[src/rtl/gate_pkg.sv]
// Shared definitions for the gate-vector decoder: bit positions, FSM states, defaults.
package gate_pkg;
  localparam int GATE_W = 7;
  localparam int AND_I  = 0;
  localparam int NAND_I = 1;
  localparam int OR_I   = 2;
  localparam int NOR_I  = 3;
  localparam int NOT_I  = 4;
  localparam int XOR_I  = 5;
  localparam int XNOR_I = 6;

  localparam int CNT_W_DEF        = 8;
  localparam int FAULT_THRESH_DEF = 3;

  typedef enum logic [1:0] {OK, SUSPECT, FAULT} fsm_e;

  typedef struct packed {
    logic a;
    logic b;
  } pair_t;

  // Priority decode: and, then nor, then not(a), else the remaining pair.
  function automatic pair_t decode_pair(input logic [GATE_W-1:0] v);
    pair_t p;
    if (v[AND_I])      p = '{a: 1'b1, b: 1'b1};
    else if (v[NOR_I]) p = '{a: 1'b0, b: 1'b0};
    else if (!v[NOT_I]) p = '{a: 1'b1, b: 1'b0};
    else               p = '{a: 1'b0, b: 1'b1};
    return p;
  endfunction
endpackage

[src/rtl/gate_bank_encode.sv]
// Combinational model of the two-input gate bank: (a,b) -> packed 7-bit output vector.
module gate_bank_encode
  import gate_pkg::*;
(
  input  logic              a_i,
  input  logic              b_i,
  output logic [GATE_W-1:0] vec_o
);
  always_comb begin
    vec_o         = '0;
    vec_o[AND_I]  = a_i & b_i;
    vec_o[NAND_I] = ~(a_i & b_i);
    vec_o[OR_I]   = a_i | b_i;
    vec_o[NOR_I]  = ~(a_i | b_i);
    vec_o[NOT_I]  = ~a_i;
    vec_o[XOR_I]  = a_i ^ b_i;
    vec_o[XNOR_I] = ~(a_i ^ b_i);
  end
endmodule

[src/rtl/gate_vector_decoder.sv]
// Recovers (a,b) from a gate-bank vector, flags illegal vectors, tracks error stats/fault FSM.
// Define GATE_DEC_MASK_EN to add the registered err_mask output.
module gate_vector_decoder
  import gate_pkg::*;
#(
  parameter int CNT_W        = CNT_W_DEF,
  parameter int FAULT_THRESH = FAULT_THRESH_DEF
) (
  input  logic              clk,
  input  logic              rst_n,
  input  logic              in_valid,
  output logic              in_ready,
  input  logic [GATE_W-1:0] gate_vec,
  output logic              out_valid,
  input  logic              out_ready,
  output logic              a_out,
  output logic              b_out,
  output logic              vec_err,
  output logic [CNT_W-1:0]  err_cnt,
  output logic              fault,
  input  logic              clr
`ifdef GATE_DEC_MASK_EN
  ,
  output logic [GATE_W-1:0] err_mask
`endif
);
  localparam logic [3:0] THR = 4'(FAULT_THRESH);

  logic              accept, bad;
  pair_t             dec;
  logic [GATE_W-1:0] enc;

  logic              out_valid_q, out_valid_d;
  pair_t             pair_q, pair_d;
  logic              err_q, err_d;
  logic [CNT_W-1:0]  err_cnt_q, err_cnt_d;
  logic [3:0]        cons_q, cons_d, cons_inc;
  fsm_e              state_q, state_d;

  assign in_ready = !out_valid_q || out_ready;
  assign accept   = in_valid && in_ready;
  assign dec      = decode_pair(gate_vec);
  assign bad      = (enc != gate_vec);
  assign cons_inc = (cons_q == 4'hF) ? cons_q : cons_q + 4'd1;

  gate_bank_encode u_enc (.a_i(dec.a), .b_i(dec.b), .vec_o(enc));

  always_comb begin
    out_valid_d = out_valid_q;
    pair_d      = pair_q;
    err_d       = err_q;
    if (accept) begin
      out_valid_d = 1'b1;
      pair_d      = dec;
      err_d       = bad;
    end else if (out_ready) begin
      out_valid_d = 1'b0;
    end
  end

  // clr overrides any accepted vector for counters and FSM, but not for output data.
  always_comb begin
    err_cnt_d = err_cnt_q;
    cons_d    = cons_q;
    state_d   = state_q;
    if (clr) begin
      err_cnt_d = '0;
      cons_d    = '0;
      state_d   = OK;
    end else if (accept) begin
      if (bad) begin
        err_cnt_d = (err_cnt_q == {CNT_W{1'b1}}) ? err_cnt_q
                                                 : err_cnt_q + {{(CNT_W-1){1'b0}}, 1'b1};
        cons_d    = cons_inc;
        if (state_q != FAULT) state_d = (cons_inc >= THR) ? FAULT : SUSPECT;
      end else begin
        cons_d = '0;
        if (state_q == SUSPECT) state_d = OK;
      end
    end
  end

  always_ff @(posedge clk or negedge rst_n) begin
    if (!rst_n) begin
      out_valid_q <= 1'b0;
      pair_q      <= '0;
      err_q       <= 1'b0;
      err_cnt_q   <= '0;
      cons_q      <= '0;
    end else begin
      out_valid_q <= out_valid_d;
      pair_q      <= pair_d;
      err_q       <= err_d;
      err_cnt_q   <= err_cnt_d;
      cons_q      <= cons_d;
    end
  end

  always_ff @(posedge clk or negedge rst_n) begin
    if (!rst_n) state_q <= OK;
    else        state_q <= state_d;
  end

`ifdef GATE_DEC_MASK_EN
  logic [GATE_W-1:0] mask_q;
  always_ff @(posedge clk or negedge rst_n) begin
    if (!rst_n)      mask_q <= '0;
    else if (accept) mask_q <= enc ^ gate_vec;
  end
  assign err_mask = mask_q;
`endif

  assign out_valid = out_valid_q;
  assign a_out     = pair_q.a;
  assign b_out     = pair_q.b;
  assign vec_err   = err_q;
  assign err_cnt   = err_cnt_q;
  assign fault     = (state_q == FAULT);
endmodule

[config.mk]
export PLATFORM = sky130hd
export DESIGN_NAME = gate_vector_decoder
export DESIGN_NICKNAME = d
export VERILOG_FILES = /design/src/rtl/gate_pkg.sv /design/src/rtl/gate_bank_encode.sv /design/src/rtl/gate_vector_decoder.sv
export SDC_FILE = /design/constraint.sdc
export NUM_CORES = 1
export LEC_CHECK = 0
export CAP_MARGIN = 30
export CORE_ASPECT_RATIO = 0.75
export CORE_UTILIZATION = 40
export CTS_CLUSTER_DIAMETER = 120
export DETAILED_ROUTE_END_ITERATION = 8
export GPL_ROUTABILITY_DRIVEN = 0
export PLACE_DENSITY = 0.64
export REMOVE_ABC_BUFFERS = 1
export SLEW_MARGIN = 20
export SYNTH_ARGS = -nofsm -noshare
export SYNTH_HDL_FRONTEND = slang
export SYNTH_SLANG_ARGS = --single-unit
[constraint.sdc]
create_clock -name clk -period 1.6 [get_ports clk]
set_input_delay 0.48 -clock clk [delete_from_list [all_inputs] [get_ports clk]]
set_output_delay 0.48 -clock clk [all_outputs]
set_load 0.1 [all_outputs]
# [After elaboration in Yosys (flattened, before gate mapping)]
# Index checks and enable logic that the tools add are counted.
# Widths: inputs -> output; s select.
[totals] reg_bits=18 input_bits=12 out_inout_bits=14 word_cells=53
[classes] n_addsub=2 order_cmp=1 n_eq_ne=8 mux=19 bitwise_logic=7 n_reduce_logical=9
[op_table] operator="$mux 8" count=4
[op_table] operator="$mux 2" count=9
[op_table] operator="$mux 4" count=4
[op_table] operator="$add 8x1->8 const B" count=1
[op_table] operator="$eq 8x8->1 const B" count=1
[op_table] operator="$ne 7x7->1" count=1
[op_table] operator="$reduce_and 3->1" count=2
[op_table] operator="$reduce_bool 2->1" count=3
[op_table] operator="$add 4x1->4 const B" count=1
[op_table] operator="$eq 4x4->1 const B" count=1
[op_table] operator="$ge 4x2->1 const B" count=1
[op_table] operator="$ne 2x2->1 const B" count=2
[op_table] operator="$not 1->1" count=4
[op_table] operator="$ne 3x2->1 const B" count=1
[op_table] operator="$reduce_bool 3->1" count=1
[op_table] operator="$eq 2x1->1 const B" count=1
[op_table] operator="$eq 2x2->1 const B" count=1
[op_table] operator="$mux 1" count=2
[op_table] operator="$and 1x1->1" count=1
[op_table] operator="$logic_and 1x1->1" count=1
[op_table] operator="$logic_not 1->1" count=1
[op_table] operator="$logic_or 1x1->1" count=1
[op_table] operator="$or 1x1->1" count=1
[op_table] operator="$xor 1x1->1" count=1

# [Longest topological paths before layout]
[depth] depth_word=9 ltp_mapped=9

# [Cells and area by module]
# Synthesis repeated with hierarchy kept, for this count alone.
[unflattened] hier_cells=129 area_unflattened_um2=1182.4
[by_module_without_submodules] module="gate_vector_decoder" n_inst=1 cells_each=120 area_each_um2=1113.6
[by_module_without_submodules] module="gate_bank_encode" n_inst=1 cells_each=9 area_each_um2=68.8

# [Worst setup path before layout]
# Ideal clock, no wire load.
[synth_timing] path_type="reg-to-reg" startpoint="reg out_valid_q, in the netlist out_valid" endpoint="reg pair_q (netlist bit a_out)" arrival_time_ps=2698 slack_ps=-1223 stages_incl_launch_ff=5 synth_period_minus_slack_ps=2823 path_cell_list="dfrtp_1 nand2b_1 and2_1 buf_1 mux2_2"
[synth_between] elab_chain_len=3
[synth_rtl] element="start: declaration" line="gate_vector_decoder.sv:33" text="logic out_valid_q, out_valid_d;"
[synth_rtl] element="start signal: assignment" line="gate_vector_decoder.sv:91" text="out_valid_q <= out_valid_d;"
[synth_rtl] element="$logic_not 1->1" line="gate_vector_decoder.sv:40" text="assign in_ready = !out_valid_q || out_ready;"
[synth_rtl] element="$logic_or 1x1->1" line="gate_vector_decoder.sv:40"
[synth_rtl] element="named net in_ready" line="gate_vector_decoder.sv:12" text="output logic in_ready,"
[synth_rtl] element="$logic_and 1x1->1" line="gate_vector_decoder.sv:41" text="assign accept = in_valid && in_ready;"
[synth_rtl] element="end signal: assignment" line="gate_vector_decoder.sv:92" text="pair_q <= pair_d;"
[synth_rtl] element="end: declaration" line="gate_vector_decoder.sv:34" text="pair_t pair_q, pair_d;"
# The timed path passes the listed nets, and every way through them passes these cells.
# A chain may end at the register's enable or synchronous reset.

# [Final worst setup path]
[layout_timing] startpoint="in gate_vec[4]" endpoint="reg err_cnt_q[7], in the netlist err_cnt[7]"
[layout_between] elab_chain_len=8 elab_cells_between_ends=13
[layout_rtl] element="start: declaration" line="gate_vector_decoder.sv:13" text="input logic [GATE_W-1:0] gate_vec,"
[layout_rtl] element="$mux 2" line="gate_pkg.sv:27" text="else if (!v[NOT_I]) p = '{a: 1'b1, b: 1'b0};"
[layout_rtl] element="$mux 2" line="gate_pkg.sv:26" text="else if (v[NOR_I]) p = '{a: 1'b0, b: 1'b0};"
[layout_rtl] element="$mux 2" line="gate_pkg.sv:25" text="if (v[AND_I]) p = '{a: 1'b1, b: 1'b1};"
[layout_rtl] element="$and 1x1->1 (tied with other cells)" line="gate_bank_encode.sv:11, gate_bank_encode.sv:12"
[layout_rtl] element="$not 1->1, on equally long branches" line="gate_bank_encode.sv:12, gate_bank_encode.sv:14, gate_bank_encode.sv:17"
[layout_rtl] element="$ne 7x7->1 (*)" line="gate_vector_decoder.sv:43" text="assign bad = (enc != gate_vec);"
[layout_rtl] element="$reduce_bool 2->1 (no source line) (*)"
[layout_rtl] element="$reduce_and 3->1 (no source line) (*)"
[layout_rtl] element="end signal: assignment" line="gate_vector_decoder.sv:94" text="err_cnt_q <= err_cnt_d;"
[layout_rtl] element="end: declaration" line="gate_vector_decoder.sv:36" text="logic [CNT_W-1:0] err_cnt_q, err_cnt_d;"
# Every way passes the cells marked *; elsewhere a longest branch is shown, timed or not.

==> impl_metrics.toml <==
[cells_and_area]
diodes_inserted = 0
p_r_area_growth_vs_syn_pct = 75.4
final_core_utilization = 0.782
drive_gt1_frac = 0.415
nNetsFinal = 193
final_design_area_no_fill_sq_um = 1890

[setup_path]
r2r_setup_slack_ps = -40
critical_path.startpoint_type = "primary input"
capturing_element_type_of_the_critical_path = "flop"
worst_ep_required_time_ps = 1800
slowest_stage = "a221o_1"
worst_r2r_startpoint = "err_cnt[0]$_DFFE_PN0P_"
crit_path_max_incr_delay_ps = 400
timing.critical_path.arrival_ps = 2430
reg2regPathDepth = 5
setup.worst_path.start = "gate_vec[4]"
critPathMaxFanout = 6
worstSetupEndpoint = "err_cnt[7]$_DFFE_PN0P_"
criticalPathCategory = "in2reg"
critical_path.cell_chain = "buf_8 > a21o_1 > ha_4 > or3b_1 > a221o_1 > o21ai_4 > buf_6 > nor4_4 > o21a_1"
critical_path.reg2reg.endpoint = "err_cnt[0]$_DFFE_PN0P_"

[timing]
grt_setup_unrepaired = "true"
hold-worst-slack_ps = 474
max_freq_ghz = 0.449
finalSetupViolations = 15
post-route-worst-setup-slack_ps = -629
period_needed_ps = 2230
maximum_clock_skew_at_final_layout_ps = 22.2
period_share = 1.39
hold_violations = 0
timing.final.max_slew_violations = 0
timing_worst_slew_pin_value_ps = 477
slew-limit-headroom = 0.680
setup_total_negative_slack_ps = -8200

[yosys]
synth.largest_area_cell = "dfrtp_1"
syn-cell-area_sq_um = 1080
synth-seq-cells = 18
synth_sequential_area_ratio = 0.417
syn-mean-instance-area_sq_um = 9.15
ys_dominant_reg_cell = "dfrtp_1"
proportion_of_synthesized_flip_flops_having_asynchronous_set_or_reset = 1.00
synth_warn = 0
synth_top_cell_area_share = 0.417
number_of_synthesized_flops_with_an_enable_pin = 0
cell_variety_after_synth = 44
synth_common_cells = "dfrtp_1 (18), nand2_1 (13), nor2_1 (11), a21oi_1 (6), o21ai_0 (6)"
post-synth-top-count-cell = "dfrtp_1"
number_of_instances_in_the_synthesized_netlist = 118
synthTopCellsByArea = "dfrtp_1 (42%), nand2_1 (4.5%), nor2_1 (3.8%)"

[detailed_routing]
route.antenna.remaining_nets = 0
dr.first_iter.drc_count = 104
detailroute.via_count = 1148
viasPerCell = 5.47
route.detailed.wl_per_inst_um = 16.1
finalWirelength_um = 3390
route.detailed.drc = 0
drtPass1Iterations = 4

[clock_network]
ctsHoldBuffers = 0
cts-htree-levels = 1
clock_latency_ps = 320
cts.sinks = 18
max-clock-path-buffers = 2
clock-root-buffer = "clkbuf_4"
tritoncts.num_buffers = 3
tritoncts = "done"
path_clk_slew_ps = 120

[pwr]
ir_worst_vdd_mv = 0.561
total_leakage_power_uw = 0.000828
powerDensity_nw_per_um2 = 657

[placed_design]
post-dp-hpwl_um = 2290
buffer_ports.inserted = 25
place_area_sq_um = 1710

[global_route]
grt_first_pass_wirelength_um = 4950
grt_overflow = 0
antenna_found_initial = 0
largest_net_degree_at_the_start_of_global_routing = 19
groute.usage.overall = 0.240
grt_pass1_vias = 1044

[floorplanning]
design.die.area_sq_um = 2910
floorplan.core_area_sq_um = 2420
initial_utilization = 0.446
die_w_um = 62.0
dieHeight_um = 47.0
row_count = 15
io_pins = 26

[worst_hold_path]
hold_class = "in2async"

[job]
maxCapViolCount = 0

[run_status]
violations = "negative setup slack"
outcome = "finished, violations left"
-- flip-flops by register name (all words and copies together) (netlist names) --
name and cells:
out_valid 1, err_cnt 8, b_out 1, a_out 1
vec_err 1, cons_q 4, state_q 2
-- stage by stage --
step	worst slack (ps)	std cells	total power [uW]
after floorplan	-1340	115	738
after global placement	-1340	202	950
after detailed placement	-1430	202	958
after CTS	-612	208	1210
after global routing	-670	210	1280
final	-629	210	1240
-- critical path, delay by kind of cell --
family | cells | cell delay (ps)
and+or+nand+nor | 2 | 400
AOI/OAI and AO/OA | 4 | 1050
adders and majority gates | 1 | 220
buffers and inverters | 2 | 280
-- what timing repair did --
item                                    4_1_cts  5_1_grt
endpoints found under the hold margin         0        0
gates resized for setup                      37       12
buffers inserted                              3        2
endpoints found under the setup margin       18       15
pin swaps                                    14       17
-- cell usage in the layout (no fill, tap or decap), types with 3 or more instances in the layout --
cell type        instances
buf_6                    6
inv_1                    4
clkdlybuf4s50_1          7
buf_4                   28
and3_1                   3
nand3_1                  5
dfrtp_1                 18
clkbuf_4                 3
nor2_1                  11
nor3b_1                  3
o21ai_2                  3
a31oi_1                  4
buf_12                  14
a21oi_1                  6
nand2_1                 13
-- how the worst min path moves through the flow --
stage	startpoint	slack [ps]	cells past startpoint	end
after floorplan	rst_n	180	0	a_out$_DFFE_PN0P_
after global placement	vec_err$_DFFE_PN0P_	530	2	vec_err$_DFFE_PN0P_
after detailed placement	vec_err$_DFFE_PN0P_	530	2	vec_err$_DFFE_PN0P_
after CTS	rst_n	510	2	out_valid$_DFFE_PN0P_
after global routing	rst_n	510	2	err_cnt[2]$_DFFE_PN0P_
final	rst_n	470	2	err_cnt[2]$_DFFE_PN0P_
-- logic make-up (layout without fill, tap and decap cells) --
kind of cell | Yosys count | in the layout | share of synthesized area
AO/OA/AOI/OAI | 33 | 33 | 0.227
XOR/XNOR | 1 | 1 | 0.00811
adder cells (fa/ha/maj) | 3 | 3 | 0.0348
buffers and inverters | 8 | 66 | 0.0290
flip-flops | 18 | 18 | 0.417
multiplexers | 3 | 3 | 0.0336
AND/OR/NAND/NOR | 52 | 52 | 0.250
-- report_power, final --
group	total, uW	internal, uW	switching [uW]
combinational	496	213	283
clock	248	88.2	160
sequential	500	479	21.4
-- area by class of cell --
| type | instances | area, sq um |
|---|---|---|
| clock buffers | 3 | 22.5 |
| fillers | 147 | 527 |
| inverters | 5 | 18.8 |
| multi-input cells | 92 | 692 |
| flip-flops and latches | 18 | 450 |
| well taps | 34 | 42.5 |
| repair buffers | 58 | 668 |
-- metal layers --
metal | vias to the layer above | global-route usage | routed length [um] | share of wire
met2 | 44 | 0.360 | 1530 | 0.45
li1 | 556 | - | - | -
met4 | 0 | 0.0578 | 65 | 0.019
met1 | 540 | 0.353 | 1570 | 0.46
met5 | - | 0 | 0 | 0
met3 | 8 | 0.0523 | 219 | 0.065
Power figures use the tool's default switching activity.
==> RTL edit 1 (same settings) <==
`CNT_W_DEF`: 8 -> 6.
--- a/src/rtl/gate_pkg.sv
+++ b/src/rtl/gate_pkg.sv
@@ -9,7 +9,7 @@
   localparam int XOR_I  = 5;
   localparam int XNOR_I = 6;
 
-  localparam int CNT_W_DEF        = 8;
+  localparam int CNT_W_DEF        = 6;
   localparam int FAULT_THRESH_DEF = 3;
 
   typedef enum logic [1:0] {OK, SUSPECT, FAULT} fsm_e;
Ports: changed (resized err_cnt); port bits go from 26 to 24. The function was not compared with the original's and may differ.
==> RTL edit 1 against the unedited design <==
- the run still ends with negative setup slack left
- sequential cell count decreased by 2
- wire length decreased by 6.7%
- critical path type unchanged
- setup slack improved by 0.18 ns
- cell area increased by 2.9%
- clock skew decreased by 0.018 ns
- total power increased by 0.26%
- hold slack improved by 0.022 ns
- synthesized area decreased by 7.4%
==> RTL edit 1: results (changes against the unedited design) <==
Synth
  • Synth unique cells: 40 (-9.1%)
  • Number of synthesized register bits: 16 (-2)
  • Mapped Cells: 100 (-15%)
  • Sequential area share after synthesis: 0.4005 (-0.01665)
  • Synth top area cells: dfrtp_1, a21oi_1, ha_1, nand3b_1, a2111oi_4
  • Top cells by count, synth: dfrtp_1, a21oi_1, nand2_1

Cells and area
  • Largest register FFs: 6 (-2)
  • Storage cell area: 400.4 um2 (-11%)
  • # clk buffers: 4 (+1)
  • Post-route insts no fill: 203 (-3.3%)
  • Non-CTS buffers: 69 (+19%)
  • Clock-cell share: 0.01861 (+0.006725)
  • Layout fillers: 128 (-13%)
  • Fraction of area in multi-input gates: 0.3723 (+0.007015)
  • Non-clock buffer share: 0.3768 (+0.02406)

GRT
  • Total GRT Usage: 0.2517 (+0.01153)
  • First-pass GRT wire length: 4.961 mm (+0.14%)
  • Vias in the first global route: 1110 (+6.3%)
  • Largest net degree at the start of global routing: 17 (-2)

Route
  • DR iter-0 viols: 32 (-69%)
  • Via density: 5.310 (-2.9%)
  • Total wire length: 3.159 mm (-6.7%)

Placed design
  • Placed Instances: 189 (-6.4%)
  • Post-DP HPWL: 2.126 mm (-7.3%)
  • # port buffers: 23 (-8.0%)

Critical path
  • Data arrival, critical path: 2.28 ns (-0.15 ns)
  • Critical path's slowest cell: or4_4
  • Crit Path Max Fanout: 4 (-2)
  • Reg2Reg Depth: 6 (+1)
  • Crit path max-delay family: simple AND/OR/NAND/NOR gates

Run status
  • Status: complete, but fails checks
  • Violated checks: negative setup slack

Power
  • P_leak: 0.8569 nW (+3.5%)
  • Peak VDD IR: 0.0004349 V (-22%)

STA
  • Setup TNS: -5.099 ns (+3.097 ns)
  • Setup violations, final: 13 (-2)
  • Worst Slack Setup Final: -0.4530 ns (+0.1759 ns)
  • Clock Skew: 0.004671 ns (-0.01750 ns)

Clocking
  • Clock-pin transition on the worst setup and hold timing paths: 0.10 ns (-0.02 ns)
[RTL edit 1: cell types whose count changed in the layout (fill, tap and decap cells not counted), sizes merged, moves of 4 or more]
| cell | delta |
|---|---|
| nor2 | -8 |
| buf | +11 |
| a21oi | +4 |
| nand2 | -6 |
| nand3 | -4 |
[RTL edit 1: layer usage]
layer / vias to the layer above / wire length, um / track usage
met3: 4 / 113 / 0.06304
met2: 25 / 1679 / 0.4444
met5: - / 0 / 0
li1: 515 / - / -
met1: 534 / 1338 / 0.3082
met4: 0 / 29 / 0.06512
[RTL edit 1: logic make-up after synthesis]
kind of cell | synth area share
adders and majority gates | 0.03755
xor gates and xnor gates | 0.008763
DFF | 0.4005
and+or+nand+nor | 0.2553
buffers and inverters | 0.03004
AOI/OAI and AO/OA | 0.2203
muxes | 0.04755
[RTL edit 1: worst register-to-register path: stages, from the launching register on]
cell and delay [ns]:
dfrtp_1 0.40, ha_1 0.22, and3_1 0.16, and3_1 0.20, nand4b_1 0.30, or4_4 0.55, a21oi_2 0.15
[RTL edit 1: path summary, 6_finish.rpt]
kind,start,to,slack [ns]
setup / recovery,gate_vec[4],err_cnt[5],-0.45
hold / removal,rst_n,err_cnt[4],0.50
setup reg to reg,err_cnt[0],err_cnt[5],-0.43
hold reg to reg,vec_err,vec_err,0.57
max in group asynchronous,rst_n,b_out,0.91
min in group clk,gate_vec[4],b_out,0.55
[RTL edit 1: power by group]
part	internal [W]	total [W]	switching (W)
clock network	0.000139	0.000276	0.000138
logic	0.000233	0.000520	0.000287
registers	0.000429	0.000451	0.0000224
total	0.000801	0.00125	0.000447
[RTL edit 1: what timing repair did]
| action | in CTS | in global routing |
|---|---|---|
| pin swaps | 15 | 14 |
| setup endpoints to repair | 14 | 14 |
| resized for setup | 49 | 12 |
| setup buffers | 7 | 4 |
==> RTL edit 2 (same flow settings) <==
Without the edit above. Re-encode `fsm_e` (3 states) as one-hot, 3 bits wide.
--- a/src/rtl/gate_pkg.sv
+++ b/src/rtl/gate_pkg.sv
@@ -12,7 +12,7 @@
   localparam int CNT_W_DEF        = 8;
   localparam int FAULT_THRESH_DEF = 3;
 
-  typedef enum logic [1:0] {OK, SUSPECT, FAULT} fsm_e;
+  typedef enum logic [2:0] {OK = 3'b001, SUSPECT = 3'b010, FAULT = 3'b100} fsm_e;
 
   typedef struct packed {
     logic a;
Behaviour: no difference found for any inputs over 10 cycles, from zero or initial values and one cycle with rst_n low; not proved beyond that.
==> RTL edit 2 against the unedited design <==
- the flow still finishes with violations (negative setup slack)
- largest power group unchanged
- largest cell class unchanged
- critical path type unchanged
- clock skew shrank 0.017 ns
- sequential cell count grew 1
- total power grew 12%
- cell area grew 7.8%
- critical endpoint unchanged
- synthesized area grew 5.9%
- setup slack lost 0.036 ns
- highest routed layer unchanged
- wire length grew 4.6%
==> RTL edit 2: results (changes against the unedited design) <==
Route
  • M1 wire length: 1.586 mm (+1.3%)
  • DR WL/cell: 15.73 um (-2.4%)
  • Via count: 1246 (+8.5%)
  • Met2 Routed Length: 1.784 mm (+16%)
  • Via density: 5.538 (+1.3%)

Cells and area
  • Non-CTS buffers: 66 (+14%)
  • Multi-input gate count: 96 (+4.3%)
  • Clock-cell share: 0.02267 (+0.01078)
  • Nets: 205 (+6.2%)
  • Area growth from synthesis to layout: 78.56%
  • Layout fillers: 180 (+22%)
  • Storage cell area: 476.7 um2 (+5.8%)
  • Inverters: 4 (-1)
  • Multi-input gate area in the final layout: 733.2 um2 (+6.0%)

Synth
  • Mapped Cells: 122 (+3.4%)
  • Sequential area share after synthesis: 0.4168 (about the same)
  • Synth top area cells: dfrtp_1, nor2_1, nand2_1, ha_1, a21oi_1
  • Number of synthesized register bits: 19 (+1)
  • Mapped Area: 1144 um2 (+5.9%)
  • Mux contribution to synthesized area: 0.05470 (+0.02110)
  • Post-synthesis compound-gate area fraction: 0.1882 (-0.03893)

GRT
  • Total GRT Usage: 0.2475 (+0.007300)
  • GR Util met3: 0.05189 (-0.0004548)
  • Met2 Track Usage GR: 0.4326 (+0.07305)

Clocking
  • CTS resizes: 41 (+11%)
  • Clk_lat worst skew: 0.26 ns (-0.06 ns)

STA
  • Worst Slack Setup Final: -0.6646 ns (-0.03568 ns)
  • Rel. slew slack: 0.7188 (+0.03921)
  • Setup violations, final: 17 (+2)

Run status
  • Status: complete, but fails checks
  • Violated checks: negative setup slack

Critical path
  • Reg2Reg Depth: 6 (+1)
  • Reg2reg setup slack: -0.22 ns (-0.18 ns)
  • FF-to-FF End: err_cnt[5]

Placed design
  • Post-DP HPWL: 2.479 mm (+8.1%)
-- RTL edit 2: power by group through the flow --
stage	Combinational, W	Clock (W)	Sequential, W
6_report	0.000519	0.000343	0.000534
5_1_grt	0.000548	0.000362	0.000538
4_1_cts	0.000496	0.000351	0.000534
3_5_place_dp	0.000460	0	0.000542
3_3_place_gp	0.000450	0	0.000540
2_1_floorplan	0.000116	0	0.000658
-- RTL edit 2: worst max path at each step --
stage	end	depth (start not counted)
floorplan	state_q[1]	5
global placement	err_cnt[4]	10
detailed placement	err_cnt[2]	10
CTS	err_cnt[0]	9
global route	err_cnt[7]	9
finish	err_cnt[7]	10
-- RTL edit 2: worst reg2reg max path, delay by kind of cell, from the launching register on --
kind | cells | cell delay (ns)
AND/OR/NAND/NOR | 4 | 0.81
flip-flops | 1 | 0.39
multiplexers | 1 | 0.32
adder cells (fa/ha/maj) | 1 | 0.21
